==> src/rtl/reg_dump_pkg.sv <==
// Shared types and default sizing for the register dump engine.
// W_DEF/D_DEF must track the register file this block reads.
package reg_dump_pkg;

  localparam int W_DEF = 8;
  localparam int D_DEF = 3;

  typedef enum logic [1:0] {
    ST_IDLE = 2'd0,
    ST_READ = 2'd1,
    ST_SEND = 2'd2,
    ST_DONE = 2'd3
  } state_t;

endpackage

==> src/rtl/reg_dump.sv <==
// Walks a register file from index 0 to N-1 and streams each word out
// over a valid/ready port, with abort and a one-cycle done pulse.
//
// state | meaning
// IDLE  | waiting for start; ptr parked at 0
// READ  | rdata for ptr is captured into the output register
// SEND  | word presented; waits for out_ready
// DONE  | final word accepted; done pulses this cycle
module reg_dump
  import reg_dump_pkg::*;
#(
  parameter int W = W_DEF,
  parameter int D = D_DEF
) (
  input  logic         CLK,
  input  logic         reset,
  input  logic         start,
  input  logic         abort,
  output logic [D-1:0] raddr,
  input  logic [W-1:0] rdata,
  output logic         out_valid,
  input  logic         out_ready,
  output logic [W-1:0] out_data,
  output logic [D-1:0] out_addr,
  output logic         out_last,
  output logic         busy,
  output logic         done
);

  // N = 2**D, so the final index is all ones.
  localparam logic [D-1:0] PTR_LAST = {D{1'b1}};

  state_t       state;
  logic [D-1:0] ptr;

  always_ff @(posedge CLK or negedge reset) begin
    if (!reset) begin
      state     <= ST_IDLE;
      ptr       <= '0;
      out_valid <= 1'b0;
      out_data  <= '0;
      out_addr  <= '0;
      done      <= 1'b0;
    end else begin
      done <= 1'b0;
      if (abort) begin
        // Abort beats start in IDLE and any handshake elsewhere.
        state     <= ST_IDLE;
        ptr       <= '0;
        out_valid <= 1'b0;
      end else begin
        case (state)
          ST_IDLE: begin
            if (start) begin
              state <= ST_READ;
              ptr   <= '0;
            end
          end
          ST_READ: begin
            out_data  <= rdata;
            out_addr  <= ptr;
            out_valid <= 1'b1;
            state     <= ST_SEND;
          end
          ST_SEND: begin
            if (out_valid && out_ready) begin
              out_valid <= 1'b0;
              if (ptr == PTR_LAST) begin
                state <= ST_DONE;
                done  <= 1'b1;
              end else begin
                ptr   <= ptr + 1'b1;
                state <= ST_READ;
              end
            end
          end
          ST_DONE: begin
            state <= ST_IDLE;
            ptr   <= '0;
          end
          default: begin
            state     <= ST_IDLE;
            ptr       <= '0;
            out_valid <= 1'b0;
          end
        endcase
      end
    end
  end

  assign raddr    = ptr;
  assign busy     = (state != ST_IDLE);
  assign out_last = out_valid && (out_addr == PTR_LAST);

endmodule

==> config.mk <==
export PLATFORM = sky130hd
export DESIGN_NAME = reg_dump
export DESIGN_NICKNAME = d
export VERILOG_FILES = /design/src/rtl/reg_dump_pkg.sv /design/src/rtl/reg_dump.sv
export SDC_FILE = /design/constraint.sdc
export NUM_CORES = 1
export LEC_CHECK = 0
export ABC_AREA = 1
export BUFFER_PORTS_ARGS = -buffer_cell sky130_fd_sc_hd__buf_2
export CAP_MARGIN = 20
export CORE_ASPECT_RATIO = 1.75
export CORE_MARGIN = 8
export CORE_UTILIZATION = 25
export DETAILED_ROUTE_END_ITERATION = 10
export PLACE_DENSITY_LB_ADDON = 0.08
export SYNTH_ARGS = -nofsm -noshare
export SYNTH_HDL_FRONTEND = slang
export SYNTH_SLANG_ARGS = --single-unit
==> constraint.sdc <==
create_clock -name CLK -period 1.55 [get_ports CLK]
set_input_delay 0.155 -clock CLK [delete_from_list [all_inputs] [get_ports CLK]]
set_output_delay 0.155 -clock CLK [all_outputs]
set_load 0.005 [all_outputs]
; After elaboration in Yosys (flattened, before gate mapping)
; Index checks and enable logic that the tools add are counted.
; Widths: inputs -> output; s select.
[word_totals]
regBits = 18
output_inout_bits = 18
[classes]
add_sub_neg = 1
eq_ne = 8
mux = 17
n_bitwise = 1
reduce_logical = 10
[ops]
columns = operator, n
row1 = $mux 3, 4
row2 = $ne 3x3->1 const B, 3
row3 = $pmux 3 s3, 1
row4 = $mux 2, 4
row5 = $pmux 2 s4, 1
row6 = $eq 3x3->1 const B, 2
row7 = $mux 1, 6
row8 = $reduce_and 2->1, 3
row9 = $eq 2x2->1 const B, 2
row10 = $reduce_and 4->1, 1
row11 = $reduce_bool 4->1, 1
row12 = $add 3x1->3 const B, 1
row13 = $reduce_bool 3->1, 1
row14 = $eq 2x1->1 const B, 1
row15 = $logic_and 1x1->1, 2
row16 = $logic_not 2->1, 1
row17 = $pmux 1 s2, 1
row18 = $reduce_bool 2->1, 1
row19 = $not 1->1, 1

; Longest topological paths before layout
; Gate-level depths: netlist of the first run.
[depth]
depth_word = 5
mapped_depth = 9
mapped_depth_nobuf = 9

; Worst setup path after synthesis of the first run
; Ideal clock, no wire load.
[synth_path]
kind = reg2reg
startpoint = register ptr[0] (netlist: raddr[0])
endpoint = register ptr[0] (netlist: raddr[0])
setup_time_ns = 0.121
t_arrival_ns = 1.185
required_time_ns = 1.429
path_slack_ns = 0.244
path_stages_with_launch = 9
path_buffers = 0
period_less_slack_ns = 1.306
cell_sequence = dfrtp_1 ha_1 ha_1 nand2_1 inv_1 nand2_1 nand2_4 o21bai_1 nand2_1
[synth_via]
elab_chain_len = 5
elab_cells_between_ends = 8
[synth_rtl]
columns = element, line
row1 = "start, declared", reg_dump.sv:34  ; logic [D-1:0] ptr;
row2 = "start signal, assigned", reg_dump.sv:72  ; ptr <= ptr + 1'b1;
row3 = $add 3x1->3, reg_dump.sv:72
row4 = $mux 3, reg_dump.sv:68  ; if (ptr == PTR_LAST) begin
row5 = $mux 3, reg_dump.sv:66  ; if (out_valid && out_ready) begin
row6 = $pmux 3 s3, reg_dump.sv:52  ; case (state)
row7 = $mux 3, reg_dump.sv:46  ; if (abort) begin
; Parallel ways exist; a longest one is shown, timed or not. The select of a mux whose other input is x is not followed.
; A chain may end at the register's enable or synchronous reset.

; Final worst setup path of the first run
[layout_path]
startpoint = register ptr[0] (netlist: raddr[0])
endpoint = register ptr[1] (netlist: raddr[1])
; Same word-level chain as after synthesis.

==> metrics, run 1 <==
synthesized area=908 um^2; post-synthesis sequential area ratio=49.6%; Post-CTS Resized=0; Critical Path RT=1.70 ns; ranking of synthesized cells by area=dfrtp_1 50%, o21ai_2 11%, nand2_1 7.9%; CP max stage cell=dfrtp_1; Fillers=415; Nets=151; yosys warns=0; final-report max-slew violation count=0; synthesized area per cell=9.08 um^2; antenna-violating nets left=0; DIE HEIGHT=95.7 um; CTS tree=built; GP Congestion=0.791; commonest cells in the netlist=19 x nand2_1, 18 x dfrtp_1, 17 x inv_1; fin crit period=1.38 ns; total power=1.33 mW; number of synthesized flops with an enable pin=0; H-tree depth=1; WL final=2.15 mm; Top cell by count, worst path=nand2_1; DRT Pass-1 Iters=4; # DRC=0; total congestion overflow=0; Total GRT Usage=8.37%; Top Layer Used=met4; Max Root-Sink Buffers=2; part of the power in registers=46.1%; CP Class=register to register; R2R depth=8; CTS buffer count=3; maximum VDD drop=0.000556 V; clock skew=0.00328 ns; flop2flop setup slack=0.17 ns; Avg WL per Cell=11.9 um; footprint of the multi-input gates=364 um^2; reg2reg end=raddr[1]$_DFFE_PN0P_; Worst setup EP type=register; die extent in x=61.6 um; clock network power share=29.0%; synth unique cells=16; first-pass GRT wire length=3.67 mm; top achievable clock speed=724 MHz; Final Setup Violations=0; Switching Fraction=29.4%; worst-path fanout max=4; DIE AREA=5890 um^2; Reg2Reg Launch Point=raddr[0]$_DFFE_PN0P_; crit path DAT=1.53 ns; clk sink count=18; routed wl met3=207 um; Final Cell Area=1170 um^2; Min-Delay Path Depth=2; core area=3560 um^2; area leader, netlist=dfrtp_1; met1 wire length=856 um; Power Density=1130 nW/um^2; RSZ-0062 raised after global routing=no; metal2 WL=1.05 mm; crit-path cells=ha_1 > ha_1 > nand2_1 > inv_1 > nand2_1 > nand2_4 > o21bai_1 > nand2_1; Synth Net Count=115; total of max-cap violations=0; hold buffers post-CTS=1; vias in the first global route=780; WHS=0.105 ns; Rel. slew slack=71.7%; Area Overhead vs Synth=29.2%; number of DRC markers in iteration 0=22; FP Rows=29; Clk pin slew, worst setup/hold paths=0.07 ns; pin count of the biggest net entering global routing=24; DR vias=750; DP HPWL=1.70 mm; leakage=0.678 nW; Yosys top cell area share=49.6%; Final period util=89.2%; fraction of final layout cells sized beyond drive strength 1=44.4%; Pint=0.938 mW; register area=450 um^2; hold endpoint=state[0]$_DFFE_PN0P_; Seq cells post-synth=18; FFs w/ async S/R, synth=100%; dpl cells=176; placed cell area=1110 um^2; worst-margin pin slew=0.424 ns; Final Hold Viols=0; P_sw=0.391 mW; Logic pwr share=24.9%; Port Buffer Count=30; total negative slack=0 ns; status=finished, final reports clean; most frequent cell after synthesis=nand2_1; min-delay worst type=input pin to register; initial antenna violation count=0; Ports=31; Worst path max stage delay=0.41 ns; kind of start point of the critical path=register; Main synth FF type=dfrtp_1; Via density=4.14; antenna cells=0; clk root buf=clkbuf_8; post-route insts no fill=181; setup bufs post-CTS=0; post-synthesis cell count=100; min-delay src=abort; Clock Latency Late Sink=0.25 ns; initial core utilization=25.5%
-- area by class of cell --
class	instances	share of cell area, %
multi-input combinational	61	31.0
sequential	18	38.4
tap	46	4.90
timing repair buffer	33	14.9
clock buffer	4	4.69
inverter	19	6.08
-- flip-flops by register name (all words and copies together), names as in the netlist --
name / count
out_valid: 1
done: 1
state: 2
raddr: 3
out_addr: 3
out_data: 8
-- metal layers --
metal  vias to the layer above  track usage [%]
met5                         -                0
met4                         0             4.59
met3                         4             2.95
met2                        23             13.7
met1                       348             8.95
li1                        375                -
-- worst max path at each step --
| stage | end | slack [ns] | cells past startpoint | startpoint |
|---|---|---|---|---|
| 3_5_place_dp | raddr[1]$_DFFE_PN0P_ | 0.17 | 8 | raddr[0]$_DFFE_PN0P_ |
| 5_1_grt | raddr[1]$_DFFE_PN0P_ | 0.03 | 8 | raddr[0]$_DFFE_PN0P_ |
| 4_1_cts | raddr[1]$_DFFE_PN0P_ | 0.16 | 8 | raddr[0]$_DFFE_PN0P_ |
| 6_report | raddr[1]$_DFFE_PN0P_ | 0.17 | 8 | raddr[0]$_DFFE_PN0P_ |
| 2_1_floorplan | raddr[0]$_DFFE_PN0P_ | 0.24 | 8 | raddr[0]$_DFFE_PN0P_ |
| 3_3_place_gp | raddr[0]$_DFFE_PN0P_ | 0.20 | 8 | raddr[0]$_DFFE_PN0P_ |
-- placed cells by master, fill, tap and decap left out, types with 2 or more instances in the layout --
cell / n
buf_2: 30
buf_4: 2
clkbuf_8: 4
dfrtp_1: 18
ha_1: 2
inv_1: 17
inv_2: 2
nand2_1: 19
nand2_2: 8
nand3_1: 4
nor2_1: 9
o21ai_2: 11
o21bai_1: 3
-- worst max-delay path, delay by kind of cell, from the launching register on --
| family | cells | cell delay, ns |
|---|---|---|
| flip-flops | 1 | 0.41 |
| AND/OR/NAND/NOR | 4 | 0.29 |
| adder cells (fa/ha/maj) | 2 | 0.38 |
| buffers and inverters | 1 | 0.03 |
| AO/OA/AOI/OAI | 1 | 0.15 |
-- kinds of logic after synthesis --
logic type               share of synthesized area [%]
flip-flops                                        49.6
AND/OR/NAND/NOR                                   23.4
adder cells (fa/ha/maj)                           2.75
buffers and inverters                             10.3
AO/OA/AOI/OAI                                     13.9
-- through the flow --
step | setup WS, ns | utilization [%]
after floorplan | 0.244 | -
after global placement | 0.199 | 31.2
after detailed placement | 0.167 | 31.2
after CTS | 0.159 | 33.0
after global routing | 0.0256 | 33.0
final | 0.168 | 33.0
-- power groups by stage --
stage	Sequential, mW	Clock [mW]	Combinational, mW
2_1_floorplan	0.633	0	0.183
3_5_place_dp	0.621	0	0.342
6_report	0.613	0.386	0.331
5_1_grt	0.625	0.430	0.377
3_3_place_gp	0.620	0	0.336
4_1_cts	0.614	0.410	0.344
Note: power is estimated with default switching activity, not from simulation.
==> run 2, diff against run 1 <==
--- a/config.mk
+++ b/config.mk
@@ -12,7 +12,7 @@
 export CORE_MARGIN = 8
 export CORE_UTILIZATION = 25
 export DETAILED_ROUTE_END_ITERATION = 10
-export PLACE_DENSITY_LB_ADDON = 0.08
+export RECOVER_POWER = 100
 export SYNTH_ARGS = -nofsm -noshare
 export SYNTH_HDL_FRONTEND = slang
 export SYNTH_SLANG_ARGS = --single-unit
==> constraint.sdc (replaced) <==
create_clock -name CLK -period 1.55 [get_ports CLK]
set_input_delay 0.2325 -clock CLK [delete_from_list [all_inputs] [get_ports CLK]]
set_output_delay 0.2325 -clock CLK [all_outputs]
set_load 0.005 [all_outputs]
==> metrics, run 2 (synthesis results as in run 1) <==
total negative slack=0 ns (unchanged); core area=3560 um^2 (unchanged); Switching Fraction=29.8% (+0.33 points); antenna cells=0 (unchanged); final-report max-slew violation count=0 (unchanged); FP Rows=29 (unchanged); Final Cell Area=1110 um^2 (-5.3%); CTS buffer count=3 (unchanged); register area=450 um^2 (unchanged); DP HPWL=1.63 mm (-4.2%); fraction of final layout cells sized beyond drive strength 1=29.3% (-15 points); Area Overhead vs Synth=22.3%; CTS tree=built; min-delay worst type=input pin to register; # DRC=0 (unchanged); number of DRC markers in iteration 0=18 (-18%); Power Density=1090 nW/um^2 (-3.5%); Max Root-Sink Buffers=2 (unchanged); Via density=4.15 (+0.17%); worst-margin pin slew=0.471 ns (+0.0470 ns); part of the power in registers=50.6% (+4.5 points); DR vias=743 (-0.93%); fin crit period=1.44 ns (+0.0534 ns); DRT Pass-1 Iters=6 (+2); setup bufs post-CTS=0 (unchanged); Nets=150 (-0.66%); Worst path max stage delay=0.41 ns (about the same); largest register by flop count=out_data; total of max-cap violations=0 (unchanged); antenna-violating nets left=0 (unchanged); maximum VDD drop=0.000489 V (-12%); worst-path fanout max=4 (unchanged); first-pass GRT wire length=3.45 mm (-6.0%); Clk pin slew, worst setup/hold paths=0.07 ns (about the same); GP Congestion=0.840 (+6.2%); initial core utilization=25.5% (unchanged); crit path DAT=1.57 ns (+0.04 ns); initial antenna violation count=0 (unchanged); crit-path cells=ha_1 > ha_1 > nand2_1 > inv_1 > nand2_1 > nand2_4 > o21bai_1 > nand2_1; kind of start point of the critical path=register; max FFs per register=8 (unchanged); Clock Latency Late Sink=0.25 ns (about the same); Avg WL per Cell=11.6 um (-2.7%); RSZ-0062 raised after global routing=no; Critical Path RT=1.68 ns (-0.02 ns); flop2flop setup slack=0.11 ns (-0.05 ns); P_sw=0.362 mW (-7.6%); Port Buffer Count=30 (unchanged); top achievable clock speed=697 MHz (-3.7%); vias in the first global route=795 (+1.9%); clk sink count=18 (unchanged); Final Setup Violations=0 (unchanged); status=finished, final reports clean; Top cell by count, worst path=nand2_1; footprint of the multi-input gates=338 um^2 (-7.2%); pin count of the biggest net entering global routing=24 (unchanged); Pint=0.853 mW (-9.1%); die extent in x=61.6 um (unchanged); most frequent cells in the layout=25 x nand2_1, 20 x buf_2, 18 x dfrtp_1; total congestion overflow=0 (unchanged); Rel. slew slack=68.6% (-3.1 points); Util after Layout=31.2% (-1.8 points); DIE AREA=5890 um^2 (unchanged); placed cell area=1110 um^2 (+0.45%); H-tree depth=1 (unchanged); CP top delay family=adder cells; most common cell after layout, fill and taps aside=nand2_1; Ports=31 (unchanged); Final period util=92.6% (+3.4 points); clock skew=0.00555 ns (+0.00227 ns); DIE HEIGHT=95.7 um (unchanged); Crit path buffers/inverters=1 (unchanged); Logic pwr share=23.4% (-1.5 points); clock network power share=26.0% (-3.0 points); clk root buf=clkbuf_8; WL final=2.07 mm (-3.8%); CP Class=register to register; Final Hold Viols=0 (unchanged); CP max stage cell=dfrtp_1; leakage=0.621 nW (-8.4%); Worst setup EP type=register; Total GRT Usage=7.58% (-0.79 points); Fillers=413 (-0.48%)
==> run 2: worst paths after layout <==
path	from	to	cells past startpoint
min in group asynchronous	reset	done$_DFF_PN0_	2
max reg2reg	raddr[0]$_DFFE_PN0P_	raddr[2]$_DFFE_PN0P_	8
max in group asynchronous	reset	out_data[6]$_DFFE_PN0P_	2
max	raddr[0]$_DFFE_PN0P_	raddr[2]$_DFFE_PN0P_	8
min reg2reg	out_data[1]$_DFFE_PN0P_	out_data[1]$_DFFE_PN0P_	2
min	abort	state[0]$_DFFE_PN0P_	2
==> run 2: repair_timing <==
| item | CTS | global route |
|---|---|---|
| endpoints found under the hold margin | 18 | 0 |
| hold buffers | 1 | 0 |
| setup endpoints to repair | 0 | 0 |
| gates resized for setup | 0 | 0 |
==> run 2: per-layer routing <==
metal / routed length [um] / vias up / global-route usage (%)
met5: 0 / - / 0
met4: 17 / 0 / 4.02
met3: 133 / 2 / 1.61
met2: 1070 / 21 / 13.0
met1: 847 / 350 / 8.25
li1: - / 370 / -
==> run 2: cell type report <==
type	instances	share of cell area (%)
Clock buffer	3	3.72
Inverter	19	6.42
Multi-Input combinational cell	61	30.4
Sequential cell	18	40.5
Tap cell	46	5.18
Timing Repair Buffer	32	13.7
==> run 2: worst reg2reg max path, stage by stage (launching register included) <==
cell and delay [ns]:
dfrtp_1 0.41, ha_1 0.22, ha_1 0.19, nand2_1 0.06
inv_1 0.03, nand2_1 0.10, nand2_4 0.08, o21bai_1 0.15
nand2_1 0.08
==> run 2: power groups by stage <==
stage	Clock [mW]	Sequential, mW	Combinational, mW
6_report	0.316	0.614	0.285
5_1_grt	0.355	0.628	0.327
4_1_cts	0.333	0.621	0.336
3_5_place_dp	0	0.629	0.333
3_3_place_gp	0	0.625	0.325
2_1_floorplan	0	0.633	0.183
==> run 2: per-stage QoR <==
stage / worst slack [ns] / hold WS [ns] / power (mW) / std cells
after floorplan: 0.244 / -0.0631 / 0.816 / 100
after global placement: 0.232 / 0.189 / 0.950 / 175
after detailed placement: 0.116 / 0.194 / 0.962 / 175
after CTS: 0.110 / 0.191 / 1.29 / 179
after global routing: 0.00413 / 0.204 / 1.31 / 179
final: 0.115 / 0.193 / 1.21 / 179
